[config.mk]
export PLATFORM = sky130hd
export DESIGN_NAME = step_phase_decoder
export DESIGN_NICKNAME = d
export VERILOG_FILES = /design/src/rtl/step_phase_decoder.sv
export SDC_FILE = /design/constraint.sdc
export NUM_CORES = 1
export LEC_CHECK = 0
export ABC_CLOCK_PERIOD_IN_PS = 5000
export BUFFER_PORTS_ARGS = -buffer_cell sky130_fd_sc_hd__buf_2
export CAP_MARGIN = 40
export CELL_PAD_IN_SITES_DETAIL_PLACEMENT = 0
export CELL_PAD_IN_SITES_GLOBAL_PLACEMENT = 2
export CORE_MARGIN = 2
export CORE_UTILIZATION = 35
export DETAILED_ROUTE_END_ITERATION = 7
export PLACE_DENSITY = 0.8
export SYNTH_ARGS = -nofsm -noshare
export SYNTH_HDL_FRONTEND = slang
export SYNTH_SLANG_ARGS = --single-unit
[constraint.sdc]
create_clock -name clk -period 5 [get_ports clk]
set_clock_uncertainty 0.05 [all_clocks]
set_input_delay 0.75 -clock clk [delete_from_list [all_inputs] [get_ports clk]]
set_output_delay 0.75 -clock clk [all_outputs]
set_load 0.05 [all_outputs]
[src/rtl/step_phase_decoder.sv]
// rtl/step_phase_decoder.sv - coil drive code to step/position decoder (optional STEP_PHASE_DECODER_SAT_EN)
module step_phase_decoder #(
    parameter int POS_W         = 12,
    parameter int STABLE_CYCLES = 4
) (
    input  logic             clk,
    input  logic             rst_n,
    input  logic [3:0]       state,
    input  logic             home,
    input  logic             fault_clr,
    output logic [POS_W-1:0] position,
    output logic             step_pulse,
    output logic             step_dir,
    output logic             idle,
    output logic             fault
);

    localparam int CW = $clog2(STABLE_CYCLES + 1);
    localparam logic [CW-1:0] CNT_MAX = CW'(STABLE_CYCLES);
    localparam logic [CW-1:0] CNT_ONE = CW'(1);

    // {valid, ring index}; index increases in the forward direction
    function automatic logic [2:0] phase_idx(input logic [3:0] c);
        case (c)
            4'b1100: phase_idx = 3'b100;
            4'b0110: phase_idx = 3'b101;
            4'b0011: phase_idx = 3'b110;
            4'b1001: phase_idx = 3'b111;
            default: phase_idx = 3'b000;
        endcase
    endfunction

    logic [3:0]       s_q, s_d;
    logic [3:0]       cand_q, cand_d;
    logic [CW-1:0]    cnt_q, cnt_d;
    logic [1:0]       ref_q, ref_d;
    logic             ref_valid_q, ref_valid_d;
    logic [POS_W-1:0] position_q, position_d;
    logic             pulse_q, pulse_d;
    logic             dir_q, dir_d;
    logic             idle_q, idle_d;
    logic             fault_q, fault_d;

    logic             accept;
    logic             new_fault;
    logic             inc;
    logic             dec;
    logic [2:0]       pc;
    logic [1:0]       diff;

    always_comb begin
        s_d         = state;
        cand_d      = cand_q;
        cnt_d       = cnt_q;
        accept      = 1'b0;
        ref_d       = ref_q;
        ref_valid_d = ref_valid_q;
        position_d  = position_q;
        pulse_d     = 1'b0;
        dir_d       = dir_q;
        idle_d      = idle_q;
        new_fault   = 1'b0;
        inc         = 1'b0;
        dec         = 1'b0;
        pc          = phase_idx(s_q);
        diff        = pc[1:0] - ref_q;

        // counter saturates at CNT_MAX so a held code is accepted only once
        if (s_q != cand_q) begin
            cand_d = s_q;
            cnt_d  = CNT_ONE;
            accept = (CNT_ONE == CNT_MAX);
        end else if (cnt_q != CNT_MAX) begin
            cnt_d  = cnt_q + CNT_ONE;
            accept = (cnt_q + CNT_ONE == CNT_MAX);
        end

        if (accept) begin
            if (s_q == 4'b0000) begin
                idle_d = 1'b1;
            end else begin
                idle_d = 1'b0;
                if (!pc[2]) begin
                    new_fault = 1'b1;
                end else if (!ref_valid_q) begin
                    ref_d       = pc[1:0];
                    ref_valid_d = 1'b1;
                end else begin
                    case (diff)
                        2'd1: begin
                            inc     = 1'b1;
                            pulse_d = 1'b1;
                            dir_d   = 1'b0;
                            ref_d   = pc[1:0];
                        end
                        2'd3: begin
                            dec     = 1'b1;
                            pulse_d = 1'b1;
                            dir_d   = 1'b1;
                            ref_d   = pc[1:0];
                        end
                        2'd2: begin
                            new_fault = 1'b1;
                            ref_d     = pc[1:0];
                        end
                        default: ;
                    endcase
                end
            end
        end

`ifdef STEP_PHASE_DECODER_SAT_EN
        if (inc && (position_q != {POS_W{1'b1}})) position_d = position_q + POS_W'(1);
        if (dec && (position_q != '0))            position_d = position_q - POS_W'(1);
`else
        if (inc) position_d = position_q + POS_W'(1);
        if (dec) position_d = position_q - POS_W'(1);
`endif
        if (home) position_d = '0;

        fault_d = (fault_q & ~fault_clr) | new_fault;
    end

    always_ff @(posedge clk) begin
        if (!rst_n) begin
            s_q         <= 4'b0000;
            cand_q      <= 4'b0000;
            cnt_q       <= '0;
            ref_q       <= 2'd0;
            ref_valid_q <= 1'b0;
            position_q  <= '0;
            pulse_q     <= 1'b0;
            dir_q       <= 1'b0;
            idle_q      <= 1'b1;
            fault_q     <= 1'b0;
        end else begin
            s_q         <= s_d;
            cand_q      <= cand_d;
            cnt_q       <= cnt_d;
            ref_q       <= ref_d;
            ref_valid_q <= ref_valid_d;
            position_q  <= position_d;
            pulse_q     <= pulse_d;
            dir_q       <= dir_d;
            idle_q      <= idle_d;
            fault_q     <= fault_d;
        end
    end

    assign position   = position_q;
    assign step_pulse = pulse_q;
    assign step_dir   = dir_q;
    assign idle       = idle_q;
    assign fault      = fault_q;

endmodule

==> flow_summary_export.csv <==
group,metric,value,unit
status,status,"completed",
place,routabilityCongestion,0.792,
grt,grt.total_usage,13.4,%
clock_network,clock_path_buffers,2,
place,port_buffers,23,
clock_network,clk_latency,0.28,ns
drt,ant_nets,0,
floorplan,pin_count,24,
final_layout,nets,253,
drt,drt_iter0_drc,37,
power,seqPwrFrac,53.9,%
clock_network,cts_made_buffers,5,
clock_network,cts_tree,"built",
clock_network,cts_htree_levels,2,
setup_path,critPathCaptureType,"register",
grt,grt_pass1_wl,6280,µm
setup_path,cp.arrival,4.11,ns
floorplan,start_util,36.0,%
synth,ys_seq_area_share,33.1,%
floorplan,rows,26,
grt,grt_pass1_vias,1313,
floorplan,die-area,5770,µm²
timing,post-route-period-util,78.9,%
clock_network,clk_pin_slew,0.06,ns
power,internal-power,349,µW
timing,setup_viol,0,
hold_path,hold_class,"register to register",
setup_path,crit_slowest_cell,"dfxtp_1",
timing,hold_violations,0,
clock_network,cts_resized,0,
synth,syn_area,1810,µm²
final_layout,diodes,0,
drt,post_drt_wl_per_cell,12.0,µm
grt,grt_max_degree,19,
timing,period_needed,3.95,ns
setup_path,cp_cell_sequence,"nor3_1 > a31oi_1 > ha_1 > nand2b_1 > nor3_4 > nand2_2 > inv_1 > ha_1 > a211oi_2 > o21bai_1 > o21a_1 > o41a_1 > mux2i_1 > mux2i_1",
setup_path,crit_required,5.16,ns
synth,synth-edff-count,0,
synth,ys_seq_elements,30,
floorplan,die_h,76.0,µm
setup_path,cpPeakStageDelay,0.49,ns
final_layout,final_cell_area,2060,µm²
drt,drc_errors,0,
timing,hold_slack,0.408,ns
synth,syn-num-nets,229,
grt,grt_overflow,0,
timing,rsz0062_at_grt,"false",
place,place_inst,293,
hold_path,min_from,"step_dir",
power,power_density,223,nW/µm²
grt,antenna_found_initial,0,
setup_path,cp-start-kind,"register",
run,cap_violations,0,
drt,via_per_inst,4.75,
synth,yosys.area.top_type_share,33.1,%
final_layout,syn_to_final_growth,13.7,%
synth,async_flop_share,0,%
final_layout,drive_above_1_share,18.7,%
synth,synth_top_area_cell,"dfxtp_1",
synth,postSynthCellCount,206,
setup_path,cp_top_family,"compound AO/OA/AOI/OAI gates",
final_layout,layout_commonest_cell,"dfxtp_1",
clock_network,clkSinkCount,30,
power,netSwitchingPower,112,µW
synth,synth_area_leaders,"dfxtp_1 (33%), ha_1 (9.7%), a21oi_1 (5.0%), nand2_1 (4.3%), xnor2_1 (3.9%)",
timing,tightest_slew,0.530,ns
place,postPlaceCellArea,1980,µm²
timing,fmax,253,MHz
setup_path,critPathKind,"register to register",
power,ir_drop,0.000149,V
floorplan,die_w,76.0,µm
timing,final.setup.tns,0,ns
final_layout,stdcell_count,300,
setup_path,worst-path-buf-inv,1,
synth,synth_ff_type,"dfxtp_1",
power,pwr-share-comb,6.5,%
synth,synth_warnings,0,
drt,vias,1425,
final_layout,layout_common_cells,"dfxtp_1 (30), buf_2 (23), nand2_1 (21)",
synth,yosysUniqueCellTypes,52,
setup_path,crit_fanout,10,
drt,finalWirelength,3590,µm
power,switching_share,24.3,%
floorplan,core-area,5040,µm²
clock_network,post-cts-setup-buffers,0,
synth,syn_area_per_cell,8.80,µm²
setup_path,reg2reg_from,"s_q[2]",
timing,report.final.slew_viol_count,0,
power,leakage,0.897,nW
drt,dr.pass1.iters,4,
clock_network,cts_hold_buffers,0,
power,clock_power_share,39.6,%
timing,relSlewSlack,64.7,%
setup_path,critPathLaunch,"s_q[2]",
place,dp.final_hpwl,2710,µm
clock_network,cts_root_buf,"clkbuf_8",
worst paths after layout:
kind | to | slack, ns | depth (start not counted)
hold reg to reg | step_dir | 0.41 | 2
hold / removal | step_dir | 0.41 | 2
setup / recovery | position[11] | 1.05 | 14
setup reg to reg | position[11] | 1.05 | 14
tightest hold or removal path: cells and delay by family, from the launching register on:
kind | cells | cell delay (ns)
AO/OA/AOI/OAI | 1 | 0.06
flip-flops | 1 | 0.31
AND/OR/NAND/NOR | 1 | 0.05
synthesized netlist by cell type, types with 2 or more instances:
cell,number
dfxtp_1,30
or2_2,2
ha_1,14
o21ai_0,5
nor2_1,18
mux2i_1,4
inv_1,9
a21oi_1,18
a211oi_1,2
nor2b_1,2
a21o_1,3
xor2_1,5
nand3_1,5
o21bai_1,2
buf_2,2
a31oi_1,2
nand2_1,21
nand2b_1,3
nor4_1,3
and2_1,8
nor3b_1,2
clkbuf_1,3
o21a_1,4
or3_1,2
nor3_1,3
xnor2_1,8
cell type report:
class / count / area [µm²]
fill: 536 / 2980
multi-input combinational: 161 / 1150
sequential: 30 / 601
timing repair buffer: 23 / 115
tap: 70 / 87.6
clock buffer: 5 / 68.8
inverter: 9 / 33.8
clock inverter: 2 / 10.0
kinds of logic after synthesis:
kind of cell    share of synthesized area [%]
mux                                      2.21
buf+inv                                  3.66
simple gates                             23.8
flops                                    33.1
fa+ha+maj                                10.8
compound gates                           19.3
xor+xnor                                 7.18
per-layer routing:
metal	GRT usage [%]	vias to the layer above	part of all wire, %
met5	0	-	0
met4	5.27	0	1.5
met3	4.03	6	3.8
li1	-	766	-
met2	18.6	22	42
met1	19.4	631	53
flip-flops by register name, summed over array words and instances, names as in the netlist:
| register | cells |
|---|---|
| position | 12 |
| cnt_q | 3 |
| s_q | 4 |
| step_dir | 1 |
| ref_q | 2 |
| step_pulse | 1 |
| idle | 1 |
| ref_valid_q | 1 |
| cand_q | 4 |
| fault | 1 |
power by group through the flow:
stage / Combinational [mW] / Sequential [mW] / Clock, mW
CTS: 0.0307 / 0.249 / 0.191
global route: 0.0347 / 0.249 / 0.203
finish: 0.0301 / 0.248 / 0.182
detailed placement: 0.0307 / 0.254 / 0
floorplan: 0.0261 / 0.252 / 0
global placement: 0.0310 / 0.254 / 0
through the flow:
| stage | worst slack [ns] | util [%] | power, mW |
|---|---|---|---|
| floorplan | 1.47 | - | 0.278 |
| global placement | 1.15 | 39.3 | 0.285 |
| detailed placement | 1.03 | 39.3 | 0.285 |
| CTS | 1.02 | 40.9 | 0.470 |
| global route | 0.585 | 40.9 | 0.487 |
| finish | 1.05 | 40.9 | 0.461 |
No activity file was read; power rests on OpenSTA's default activity.
